**config.mk**
```make
export PLATFORM = sky130hd
export DESIGN_NAME = pat_search_engine
export DESIGN_NICKNAME = d
export VERILOG_FILES = /design/src/rtl/pat_search_engine.sv
export SDC_FILE = /design/constraint.sdc
export NUM_CORES = 1
export LEC_CHECK = 0
export ABC_AREA = 1
export ABC_CLOCK_PERIOD_IN_PS = 4600
export CELL_PAD_IN_SITES_DETAIL_PLACEMENT = 0
export CELL_PAD_IN_SITES_GLOBAL_PLACEMENT = 2
export CORE_ASPECT_RATIO = 0.8
export CORE_MARGIN = 2
export CORE_UTILIZATION = 34
export DETAILED_ROUTE_END_ITERATION = 8
export GPL_TIMING_DRIVEN = 0
export PLACE_DENSITY_LB_ADDON = 0.12
export SLEW_MARGIN = 20
export SYNTH_ARGS = -nofsm -noshare
export SYNTH_HDL_FRONTEND = slang
export SYNTH_SLANG_ARGS = --single-unit
```
**constraint.sdc**
```tcl
create_clock -name CLK -period 4.6 [get_ports CLK]
set_input_delay 0.92 -clock CLK [delete_from_list [all_inputs] [get_ports CLK]]
set_output_delay 0.92 -clock CLK [all_outputs]
set_load 0.02 [all_outputs]
```
**src/rtl/pat_search_engine.sv**
```systemverilog
// pat_search_engine: START/DONE accelerator that counts 5-bit pattern matches
// in a 32-byte message held in data memory and writes three result bytes back.
//   DST_BASE+0 : matches fully inside a byte
//   DST_BASE+1 : bytes holding at least one in-byte match
//   DST_BASE+2 : matches anywhere in the MSB-first bit stream (byte crossings included)
// Optional feature macro PAT_SEARCH_PERF_EN: adds a cycle counter written to
// DST_BASE+3 by an extra WR3 state (DONE latency grows from 37 to 38 cycles).
// Handshake: START is sampled on the rising clock edge; it is accepted only in
// IDLE or FIN, otherwise ignored. DONE is a level that rises once all result
// bytes are written and drops on the edge that accepts the next START.
module pat_search_engine #(
    parameter logic [7:0] SRC_BASE  = 8'd128,
    parameter logic [7:0] PAT_ADDR  = 8'd160,
    parameter logic [7:0] DST_BASE  = 8'd192,
    parameter int         NUM_BYTES = 32
) (
    input  logic       CLK,
    input  logic       RESET,
    input  logic       START,
    output logic       DONE,
    output logic [7:0] mem_addr,
    input  logic [7:0] mem_rd_data,
    output logic       mem_wr_en,
    output logic [7:0] mem_wr_data
);

    localparam logic [4:0] LAST_IDX = 5'(NUM_BYTES - 1);

    typedef enum logic [2:0] {
        IDLE     = 3'd0,
        LOAD_PAT = 3'd1,
        SCAN     = 3'd2,
        WR0      = 3'd3,
        WR1      = 3'd4,
        WR2      = 3'd5,
`ifdef PAT_SEARCH_PERF_EN
        WR3      = 3'd6,
`endif
        FIN      = 3'd7
    } state_t;

    state_t     state;
    state_t     state_next;

    logic [4:0] pat;
    logic [7:0] prev;
    logic [4:0] idx;
    logic [7:0] ctb;
    logic [7:0] cto;
    logic [7:0] cts;
    logic       done_q;
`ifdef PAT_SEARCH_PERF_EN
    logic [7:0] cyc;
`endif

    logic       start_accept;
    logic [15:0] stream;
    logic [3:0] in_hits;
    logic [3:0] x_hits;
    logic [2:0] m;
    logic [2:0] x;

    assign start_accept = START && (state == IDLE || state == FIN);
    assign DONE         = done_q;

    // Window compares over the previous byte followed by the current byte
    always_comb begin
        stream  = {prev, mem_rd_data};
        in_hits = {stream[7:3] == pat, stream[6:2] == pat,
                   stream[5:1] == pat, stream[4:0] == pat};
        x_hits  = {stream[11:7] == pat, stream[10:6] == pat,
                   stream[9:5] == pat, stream[8:4] == pat};
        m = 3'(in_hits[0]) + 3'(in_hits[1]) + 3'(in_hits[2]) + 3'(in_hits[3]);
        // The first byte has no predecessor, so it contributes no crossing windows
        if (idx == 5'd0) begin
            x = 3'd0;
        end else begin
            x = 3'(x_hits[0]) + 3'(x_hits[1]) + 3'(x_hits[2]) + 3'(x_hits[3]);
        end
    end

    // State register
    always_ff @(posedge CLK or posedge RESET) begin
        if (RESET) begin
            state <= IDLE;
        end else begin
            state <= state_next;
        end
    end

    // Next-state logic
    always_comb begin
        state_next = state;
        case (state)
            IDLE:     if (START) state_next = LOAD_PAT;
            LOAD_PAT: state_next = SCAN;
            SCAN:     if (idx == LAST_IDX) state_next = WR0;
            WR0:      state_next = WR1;
            WR1:      state_next = WR2;
`ifdef PAT_SEARCH_PERF_EN
            WR2:      state_next = WR3;
            WR3:      state_next = FIN;
`else
            WR2:      state_next = FIN;
`endif
            FIN:      if (START) state_next = LOAD_PAT;
            default:  state_next = IDLE;
        endcase
    end

    // Memory port outputs decoded from the current state
    always_comb begin
        mem_addr    = 8'd0;
        mem_wr_en   = 1'b0;
        mem_wr_data = 8'd0;
        case (state)
            LOAD_PAT: mem_addr = PAT_ADDR;
            SCAN:     mem_addr = SRC_BASE + {3'd0, idx};
            WR0: begin
                mem_addr    = DST_BASE;
                mem_wr_en   = 1'b1;
                mem_wr_data = ctb;
            end
            WR1: begin
                mem_addr    = DST_BASE + 8'd1;
                mem_wr_en   = 1'b1;
                mem_wr_data = cto;
            end
            WR2: begin
                mem_addr    = DST_BASE + 8'd2;
                mem_wr_en   = 1'b1;
                mem_wr_data = cts;
            end
`ifdef PAT_SEARCH_PERF_EN
            WR3: begin
                mem_addr    = DST_BASE + 8'd3;
                mem_wr_en   = 1'b1;
                mem_wr_data = cyc;
            end
`endif
            default: begin
                mem_addr    = 8'd0;
                mem_wr_en   = 1'b0;
                mem_wr_data = 8'd0;
            end
        endcase
    end

    // Pattern latch, scan index, previous byte and the three match counters
    always_ff @(posedge CLK or posedge RESET) begin
        if (RESET) begin
            pat  <= 5'd0;
            prev <= 8'd0;
            idx  <= 5'd0;
            ctb  <= 8'd0;
            cto  <= 8'd0;
            cts  <= 8'd0;
        end else if (start_accept) begin
            pat  <= 5'd0;
            prev <= 8'd0;
            idx  <= 5'd0;
            ctb  <= 8'd0;
            cto  <= 8'd0;
            cts  <= 8'd0;
        end else if (state == LOAD_PAT) begin
            pat <= mem_rd_data[7:3];
        end else if (state == SCAN) begin
            ctb  <= ctb + {5'd0, m};
            cto  <= cto + {7'd0, (m != 3'd0)};
            cts  <= cts + {5'd0, m} + {5'd0, x};
            prev <= mem_rd_data;
            idx  <= idx + 5'd1;
        end
    end

    // DONE level: set once FIN is reached, cleared by the accepted START
    always_ff @(posedge CLK or posedge RESET) begin
        if (RESET) begin
            done_q <= 1'b0;
        end else if (start_accept) begin
            done_q <= 1'b0;
        end else if (state == FIN) begin
            done_q <= 1'b1;
        end
    end

`ifdef PAT_SEARCH_PERF_EN
    // Cycle counter: zeroed at the accepted START, counts through WR2
    always_ff @(posedge CLK or posedge RESET) begin
        if (RESET) begin
            cyc <= 8'd0;
        end else if (start_accept) begin
            cyc <= 8'd0;
        end else if (state == LOAD_PAT || state == SCAN || state == WR0 ||
                     state == WR1 || state == WR2) begin
            cyc <= cyc + 8'd1;
        end
    end
`endif

endmodule

```
==> impl_results.md <==
- Status: finished, final reports clean
- Crit path max-delay family: adder cells
- Routed vias: 2783
- Fmax: 0.229 GHz
- All-Layer GR Usage: 19.4%
- Drt drc: 0
- Min-delay src: idx[2]
- WL/cell: 15.7 µm
- Hold Path Stages: 2
- Synth Area per Inst: 7.40 µm²
- Slew Limit Headroom: 51.5%
- Num CTS Buffers: 5
- Pwr Density: 518 nW/µm²
- Area of the multi-input gates: 1840 µm²
- Met2 Track Usage GR: 27.5%
- Register area share after synthesis: 33.7%
- Stages on the worst setup path: 21
- Pins over their slew limit: 0
- Worst Max-Slew Pin Slew: 727 ps
- Filler cells: 948
- GRT Max-Usage Layer: met1
- Syn Inst Count: 422
- Worst skew pair latency: 300 ps
- # diodes: 0
- Final ANT Viol Nets: 0
- Number of synthesis warnings: 0
- Fin crit share: 94.9%
- Row cnt: 31
- Worst-path clk slew: 70 ps
- Ports: 29
- Worst r2r path cells: 19
- CP cell instances: clkdlybuf4s50_1 > inv_1 > nand2_1 > nand4_1 > nor4_4 > fa_1 > ha_2 > ha_4 > inv_1 > fa_1 > inv_1 > ha_4 > fa_2 > nand2_2 > nand2_2 > nand2_2 > nor2_1 > nand2_1 > nand2_1 > nand2_1 > nor2_1
- GR Layer Usage met1: 30.1%
- Synth Flop Type: dfrtp_1
- Hold Path End: idx[2]
- Total clock sinks: 42
- Final hold slack: 512 ps
- Reg2reg start: pat[2]
- Area Growth Syn to Fin: 21.2%
- Avg Vias per Cell: 4.88
- Hold-fix buffers, CTS: 0
- Sequential Area: 1050 µm²
- TritonRoute pass-1 iters: 4
- Crit path required time: 4790 ps
- Vias in the first global route: 2843
- R2R setup slack: 530 ps
- Count of different cell masters after synthesis: 34
- Post-synthesis register bit count: 42
- Setup ws final: 235 ps
- Crit Path Class: in -> reg
- Slowest CP cell: fa_1
- # port buffers: 24
- Half-perimeter wire length after placement: 6760 µm
- Starting Density: 34.7%
- Die footprint: 9970 µm²
- Syn Nets: 456
- P_leak: 1.91 nW
- Initial antenna violation count: 0
- GP Congestion: 0.847
- First-pass GRT wire length: 15100 µm
- Post-synth ARST share: 100%
- Nets@finish: 488
- Endpoints failing hold: 0
- Top cell by count, worst path: nand2_1
- Mapped Area: 3120 µm²
- Max Root-Sink Buffers: 2
- Place WS: -744 ps
- Reg-to-Reg End: cts[7]
- Die Span X: 111 µm
- Htree depth: 2
- Final worst path period need: 4360 ps
- Number of max-cap violations: 0
- 1st-iter DRT viols: 157
- Die Y: 89.7 µm
- Core ar.: 9000 µm²
- GR Layer Usage met3: 3.24%
- Total grt overflow: 0
- Clk root buf: clkbuf_16
- VDD IR max: 292 µV
- Final clock skew: 8.04 ps
- Buf/Inv on CP: 4
- Final wirelength: 8940 µm
- Worst Path Max Fanout: 2
- Unrepaired setup endpoints after global routing: false
- Worst EP arrival: 4560 ps
- Hold/Removal Path Class: reg -> reg
- Post-synth EDFFs: 0
- Crit. End Element: register
- Final setup viols: 0
- CTS tree: built
- Max incr delay on CP: 500 ps
- Startpoint Class: input pin
- Layout cell share with drive strength beyond 1: 9.89%
- Largest net degree at the start of global routing: 27
per-stage QoR:
step                power, mW  TNS, ps  instances  utilization, %  cell area, µm²
floorplan                1.22        0        422               -            3120
global placement         1.55    -2850        561            39.0            3510
detailed placement       1.56    -3050        562            39.2            3530
CTS                      1.96        0        571            41.4            3720
global route             2.14        0        570            42.0            3780
finish                   1.96        0        570            42.0            3780
what timing repair did:
item / 4_1_cts / 5_1_grt
pin swaps: 2 / 7
endpoints found under the setup margin: 5 / 3
buffers inserted: 1 / 1
gates resized for setup: 10 / 14
cell usage after synthesis (5+ instances only):
library cell,count,share of area [%]
nand2_1,110,13
inv_1,62,7.5
dfrtp_1,42,34
nor2_1,34,4.1
xor2_1,24,6.7
o21ai_0,18,2.9
ha_1,17,6.8
nand3_1,16,2.6
nand4_1,13,2.6
a21oi_1,11,1.8
clkbuf_1,9,1.1
nor4_1,8,1.6
buf_2,7,1.1
o221ai_1,7,2.0
fa_1,6,3.8
a22oi_1,5,1.2
o22ai_1,5,1.0
layout make-up:
cell class                 instances  share of cell area (%)
buffer                            16                    2.08
clock buffer                       6                    3.67
clock inverter                     2                   0.331
inverter                          63                    6.25
multi-input combinational        299                    48.6
sequential                        42                    27.8
tap                              115                    3.80
timing repair buffer              27                    7.44
per-layer routing:
| metal | vias to the layer above | wire length [µm] |
|---|---|---|
| met2 | 51 | 3540 |
| met5 | - | 0 |
| met3 | 8 | 539 |
| li1 | 1425 | - |
| met4 | 0 | 95 |
| met1 | 1299 | 4770 |
flip-flops by register name (all words and copies together), names as in the netlist:
| name | count |
|---|---|
| cto | 8 |
| ctb | 8 |
| cts | 8 |
| DONE | 1 |
| idx | 5 |
| prev | 4 |
| state | 3 |
| pat | 5 |
cells by family (layout without fill, tap and decap cells):
| kind of cell | after synthesis | after routing | share of synthesized area, % |
|---|---|---|---|
| simple gates | 195 | 195 | 27.1 |
| buf+inv | 81 | 114 | 10.3 |
| compound gates | 55 | 55 | 11.0 |
| flops | 42 | 42 | 33.7 |
| xor+xnor | 26 | 26 | 7.29 |
| fa+ha+maj | 23 | 23 | 10.7 |
how the worst max path moves through the flow:
stage | start | to | slack [ps]
2_1_floorplan | mem_rd_data[3] | cts[7] | 230
3_3_place_gp | mem_rd_data[5] | cts[7] | -690
3_5_place_dp | mem_rd_data[5] | cts[7] | -740
4_1_cts | mem_rd_data[1] | cts[7] | 10
5_1_grt | mem_rd_data[4] | cts[7] | 20
6_report | mem_rd_data[0] | cts[7] | 240
worst reg2reg max path, delay by kind of cell, from the launching register on:
kind | cells | cell delay, ps
compound gates | 1 | 120
fa+ha+maj | 6 | 2010
buf+inv | 2 | 120
simple gates | 10 | 1040
flops | 1 | 650
cells in the final DEF (no fill, tap or decap), types with 3 or more instances in the layout:
cell | Yosys | final
nand2_1 | 110 | 107
inv_1 | 62 | 60
dfrtp_1 | 42 | 42
nor2_1 | 34 | 34
xor2_1 | 24 | 24
clkdlybuf4s50_1 | 0 | 21
o21ai_0 | 18 | 18
nand3_1 | 16 | 16
ha_1 | 17 | 14
nand4_1 | 13 | 13
a21oi_1 | 11 | 11
buf_2 | 7 | 7
o221ai_1 | 7 | 7
nand2_2 | 2 | 5
clkbuf_1 | 9 | 5
o22ai_1 | 5 | 5
a22oi_1 | 5 | 5
fa_1 | 6 | 5
clkbuf_16 | 0 | 5
nor4_1 | 8 | 4
inv_2 | 1 | 3
nor3_1 | 3 | 3
or2_2 | 3 | 3
nor4_4 | 0 | 3
a22o_1 | 3 | 3
power breakdown:
part,switching [mW],total [mW],internal [mW]
registers,0.0850,0.540,0.455
clock network,0.162,0.377,0.215
logic,0.680,1.04,0.363
No activity file was read; power rests on OpenSTA's default activity.
